[config.mk]
export PLATFORM = sky130hd
export DESIGN_NAME = serial_adder_flat
export DESIGN_NICKNAME = d
export VERILOG_FILES = /design/src/rtl/serial_adder_if.sv /design/src/rtl/serial_adder.sv /design/src/flat_wrapper.sv
export SDC_FILE = /design/constraint.sdc
export NUM_CORES = 1
export LEC_CHECK = 0
export CORE_MARGIN = 4
export CORE_UTILIZATION = 40
export DETAILED_ROUTE_END_ITERATION = 12
export PLACE_DENSITY_LB_ADDON = 0.1
export SETUP_SLACK_MARGIN = 0.4
export SYNTH_ARGS = -nofsm -noshare
export SYNTH_HDL_FRONTEND = slang
export SYNTH_SLANG_ARGS = --single-unit
[constraint.sdc]
create_clock -name clk -period 2.9 [get_ports clk]
set_input_delay 0.435 -clock clk [delete_from_list [all_inputs] [get_ports clk]]
set_output_delay 0.435 -clock clk [all_outputs]
set_load 0.005 [all_outputs]
[src/rtl/serial_adder_if.sv]
// Handshake and operand/result bundle for the bit-serial adder.
// The requester drives start and the operands; the adder returns status and result.
interface serial_adder_if #(
  parameter int WIDTH = 8
);
  logic             start;
  logic [WIDTH-1:0] a;
  logic [WIDTH-1:0] b;
  logic             cin;
  logic             busy;
  logic             done;
  logic [WIDTH-1:0] sum;
  logic             cout;

  modport master (
    output start, a, b, cin,
    input  busy, done, sum, cout
  );

  modport slave (
    input  start, a, b, cin,
    output busy, done, sum, cout
  );
endinterface

[src/rtl/serial_adder.sv]
// Bit-serial WIDTH-bit adder: latches two operands and a carry-in, feeds one
// bit pair per clock (LSB first) through a single full-adder cell, and
// presents the parallel sum and carry-out with a one-cycle done strobe.

// Single-bit full-adder cell.
module fulladder (
  input  logic a,
  input  logic b,
  input  logic c,
  output logic s,
  output logic co
);
  assign s  = a ^ b ^ c;
  assign co = (a & b) | (a & c) | (b & c);
endmodule

module serial_adder #(
  parameter int WIDTH = 8
) (
  input  logic           clk,
  input  logic           rst,
  serial_adder_if.slave  bus
);
  localparam int CW = $clog2(WIDTH + 1);

  typedef enum logic [1:0] {
    IDLE  = 2'd0,
    SHIFT = 2'd1,
    DONE  = 2'd2
  } state_t;

  state_t           state;
  logic [WIDTH-1:0] a_sr;
  logic [WIDTH-1:0] b_sr;
  logic [WIDTH-1:0] s_sr;
  logic [WIDTH-1:0] s_next;
  logic             carry;
  logic [CW-1:0]    cnt;
  logic             fa_s;
  logic             fa_co;
  logic             last_bit;

  fulladder u_fa (
    .a  (a_sr[0]),
    .b  (b_sr[0]),
    .c  (carry),
    .s  (fa_s),
    .co (fa_co)
  );

  // Sum register after this edge's shift: new sum bit enters at the MSB.
  generate
    if (WIDTH == 1) begin : g_one
      assign s_next = fa_s;
    end else begin : g_many
      assign s_next = {fa_s, s_sr[WIDTH-1:1]};
    end
  endgenerate

  assign last_bit = (cnt == CW'(WIDTH - 1));

  // Control FSM, datapath shift registers and registered outputs.
  // NOTE: every register here uses non-blocking assignment so all updates
  // take effect together at the edge, regardless of statement order.
  always_ff @(posedge clk) begin
    if (rst) begin
      state    <= IDLE;
      a_sr     <= '0;
      b_sr     <= '0;
      s_sr     <= '0;
      carry    <= 1'b0;
      cnt      <= '0;
      bus.busy <= 1'b0;
      bus.done <= 1'b0;
      bus.sum  <= '0;
      bus.cout <= 1'b0;
    end else begin
      case (state)
        IDLE: begin
          bus.done <= 1'b0;
          if (bus.start) begin
            a_sr     <= bus.a;
            b_sr     <= bus.b;
            carry    <= bus.cin;
            cnt      <= '0;
            bus.busy <= 1'b1;
            state    <= SHIFT;
          end else begin
            bus.busy <= 1'b0;
          end
        end
        SHIFT: begin
          a_sr  <= a_sr >> 1;
          b_sr  <= b_sr >> 1;
          s_sr  <= s_next;
          carry <= fa_co;
          cnt   <= cnt + CW'(1);
          if (last_bit) begin
            bus.sum  <= s_next;
            bus.cout <= fa_co;
            bus.done <= 1'b1;
            state    <= DONE;
          end
        end
        DONE: begin
          bus.done <= 1'b0;
          bus.busy <= 1'b0;
          state    <= IDLE;
        end
        default: begin
          bus.done <= 1'b0;
          bus.busy <= 1'b0;
          state    <= IDLE;
        end
      endcase
    end
  end
endmodule

[src/flat_wrapper.sv]
// flat-port wrapper written by rule: the top's interface ports become plain ports
module serial_adder_flat 
#(
  parameter int WIDTH = 8
)
  (clk, rst, bus_start, bus_a, bus_b, bus_cin, bus_busy, bus_done, bus_sum, bus_cout);
  serial_adder_if #(.WIDTH(WIDTH)) bus_i ();
  input  logic clk;
  input  logic rst;
  input wire logic [$bits(bus_i.start)-1:0] bus_start;
  input wire logic [$bits(bus_i.a)-1:0] bus_a;
  input wire logic [$bits(bus_i.b)-1:0] bus_b;
  input wire logic [$bits(bus_i.cin)-1:0] bus_cin;
  output wire logic [$bits(bus_i.busy)-1:0] bus_busy;
  output wire logic [$bits(bus_i.done)-1:0] bus_done;
  output wire logic [$bits(bus_i.sum)-1:0] bus_sum;
  output wire logic [$bits(bus_i.cout)-1:0] bus_cout;
  assign bus_i.start = bus_start;
  assign bus_i.a = bus_a;
  assign bus_i.b = bus_b;
  assign bus_i.cin = bus_cin;
  assign bus_busy = bus_i.busy;
  assign bus_done = bus_i.done;
  assign bus_sum = bus_i.sum;
  assign bus_cout = bus_i.cout;
  serial_adder #(.WIDTH(WIDTH)) u_core (.clk(clk), .rst(rst), .bus(bus_i));
endmodule
==> metrics.txt <==
DR vias/cell about 5.4; setup TNS 0 ns; cts repair resizes 0; Worst-path clk slew ~0.07 ns; Die W 75.30 um; vias in the first global route roughly 1400; Synth cell types 35; Hold-fix buffers, CTS 0; Synth area leader dfxtp_1; Final period util between 60% and 70%; Synth top area share between 40% and 50%; critical path startpoint category primary input; Slowest-stage cell, CP clkdlybuf4s50_1; Post-Syn Area between 1500 and 2000 um2; slowest stage delay, CP between 0.5 and 0.6 ns; clk buf depth 2; Num CTS Buffers 5; Synth Register Bits 41; TritonCTS clock tree built; FMAX between 0.5 and 0.6 GHz; share of cells above drive strength 1 10.00%; CP Data Required Time approximately 3.1 ns; Synth Instances slightly above 200; Die Ht 75.30 um; DP HPWL between 2000 and 3000 um; CP Cell Sequence clkdlybuf4s50_1 -> buf_4 -> nor4b_4 -> and2_1 -> a221o_1; Final Max Slew Viols 0; warnings from Yosys 0; worst-margin pin slew 0.6535 ns; beginning of the critical path bus_start; CP Depth 5; LEAKAGE about 0.00080 uW; post-synth net total 227; die area 5670 um2; wire per inst 14.40 um; Setup Viol. Count Final 0; initial antenna violation count 0; part of the Yosys area used for sequential elements roughly 45%; Final nets 252; largest net degree at the start of global routing 38; I/O pin count 31; R2R Setup Slk roughly 1.2 ns; worst setup path endpoint u_core.a_sr[4]; Initial DRT Pass Iterations 4; Layout area overhead 21.68%; Mean Syn Cell Area roughly 8.8 um2; DRC viols 0; clock root buffer clkbuf_8; initial DRC count between 50 and 60; setup repair after global routing missed its margin false; clock skew roughly 0.0028 ns; power density cells roughly 520 nW/um2; Synth area leaders dfxtp_1, a21oi_1, o221a_2, inv_1, or3_1; Filler Cell Count approximately 420; Crit Path Class primary input to register; GRT Residual Overflow 0; CP endpoint kind register; FF-to-FF path depth 4; Vias 1509; port bufs 30; Final Hold Viols 0; setup repair bufs after CTS 0; clock sink total 41; Tmin final about 1.8 ns; worst reg2reg endpoint u_core.bus.sum[6]; crit path DAT about 2.0 ns; later-pin clock latency in the skew report approximately 0.29 ns; Max transition margin 56.30%; routed wire length 4060 um; ANT nets after route 0; RD Place Congestion between 0.7 and 0.8; reg-to-reg critical path startpoint u_core.cnt[0]; Ant. Diodes 0; Peak VDD IR 0.2617 mV; cell family with most CP delay buffers and inverters; Initial Utilization between 40% and 50%; max-cap viol count 0; row count 24; CP Max Fanout 16; H-tree Lvls 2; outcome finished clean; Hold Slack 0.4573 ns; CORE AREA between 4000 and 5000 um2; GRT Resource Usage Total between 15 and 20%; first-pass GRT wire length around 6700 um; crit path buf inv count 2; Tightest Hold Check Type register to register
[area by class of cell]
type	instances	area, um2	share of cell area [%]
Clock buffer	7	86.33	3.916
Tap cell	52	65.06	2.951
Inverter	18	67.56	3.065
Sequential cell	41	820.8	37.23
Timing Repair Buffer	35	337.8	15.32
Multi-Input combinational cell	129	827.0	37.51
[metrics by stage]
| stage | setup WS [ns] | power, uW | area (um2) | std cells | utilization, % |
|---|---|---|---|---|---|
| floorplan | 1.483 | 737.7 | 1812 | 205 | - |
| detailed placement | 0.8437 | 790.0 | 2118 | 275 | 48.32 |
| finish | 1.126 | 1147 | 2205 | 282 | 50.29 |
| CTS | 1.071 | 1167 | 2205 | 282 | 50.29 |
| global placement | 0.9219 | 786.7 | 2118 | 275 | 48.32 |
| global route | 0.9388 | 1209 | 2205 | 282 | 50.29 |
[tightest hold or removal path, delay by kind of cell (launching register included)]
| kind | cells | cell delay (ns) |
|---|---|---|
| AO/OA/AOI/OAI | 1 | 0.05 |
| buffers and inverters | 1 | 0.05 |
| flip-flops | 1 | 0.31 |
[cells in the mapped netlist]
library cell,count
buf_6,3
and2_1,4
nor2_1,14
o21ai_0,9
or2_2,1
nor3_1,1
inv_1,18
o21bai_4,1
nor4b_4,1
nand3b_1,3
dfxtp_1,41
nand2b_4,1
buf_2,5
a211oi_1,1
a21oi_1,31
nand2b_1,1
o22a_1,2
a221o_1,4
or3_1,10
and3b_1,1
clkbuf_1,7
ha_1,1
nand2_1,16
a22oi_1,2
a21o_1,2
a31oi_1,2
fa_1,1
a22o_1,3
o2bb2ai_1,3
mux2i_1,1
nand3_1,2
o221a_2,8
buf_1,1
nor2b_1,3
buf_4,1
[worst min path at each step]
stage,from,end,slack (ns),depth (start not counted)
global route,u_core.bus.done,u_core.bus.done,0.48,2
detailed placement,u_core.bus.done,u_core.bus.done,0.44,2
global placement,u_core.bus.busy,u_core.bus.busy,0.44,1
CTS,u_core.bus.done,u_core.bus.done,0.46,2
floorplan,u_core.a_sr[3],u_core.a_sr[3],0.43,1
finish,u_core.bus.done,u_core.bus.done,0.46,2
[metal layers]
layer / global-route usage (%) / share of wire, % / vias up
li1: - / - / 763
met1: 18.38 / 44 / 687
met2: 25.79 / 48 / 47
met3: 4.749 / 4.7 / 12
met4: 8.155 / 3.6 / 0
met5: 0 / 0 / -
[flip-flops by register name (all words and copies together), names as in the netlist]
name / cells
u_core.a_sr: 8
u_core.b_sr: 8
u_core.bus.busy: 1
u_core.state: 2
u_core.s_sr: 7
u_core.carry: 1
u_core.cnt: 4
u_core.bus.sum: 8
u_core.bus.cout: 1
u_core.bus.done: 1
[power by group]
| part | leakage, uW | total (uW) | internal (uW) | switching, uW |
|---|---|---|---|---|
| registers | 0.000335 | 622 | 593 | 29.4 |
| clock network | 0.0000443 | 370 | 189 | 181 |
| logic | 0.000424 | 155 | 77.6 | 77.0 |
| total | 0.000803 | 1150 | 859 | 288 |
[layout by cell type (no fill, tap or decap), drive strengths merged, types with 2 or more instances in the layout]
cell type | synthesis | layout
a21o | 2 | 2
a21oi | 31 | 31
a221o | 4 | 4
a22o | 3 | 3
a22oi | 2 | 2
a31oi | 2 | 2
and2 | 4 | 4
buf | 10 | 5
clkbuf | 7 | 7
clkdlybuf4s50 | 0 | 30
dfxtp | 41 | 41
inv | 18 | 18
nand2 | 16 | 16
nand2b | 2 | 2
nand3 | 2 | 2
nand3b | 3 | 3
nor2 | 14 | 14
nor2b | 3 | 3
o21ai | 9 | 9
o221a | 8 | 8
o22a | 2 | 2
o2bb2ai | 3 | 3
or3 | 10 | 10
[kinds of logic (layout without fill, tap and decap cells)]
logic type | count (synthesis) | count (layout) | share of synthesized area [%]
flip-flops | 41 | 41 | 45.30
buffers and inverters | 35 | 60 | 9.047
AO/OA/AOI/OAI | 68 | 68 | 25.90
multiplexers | 1 | 1 | 0.5525
adder cells (fa/ha/maj) | 2 | 2 | 1.796
AND/OR/NAND/NOR | 58 | 58 | 17.40
Power figures use the tool's default switching activity.
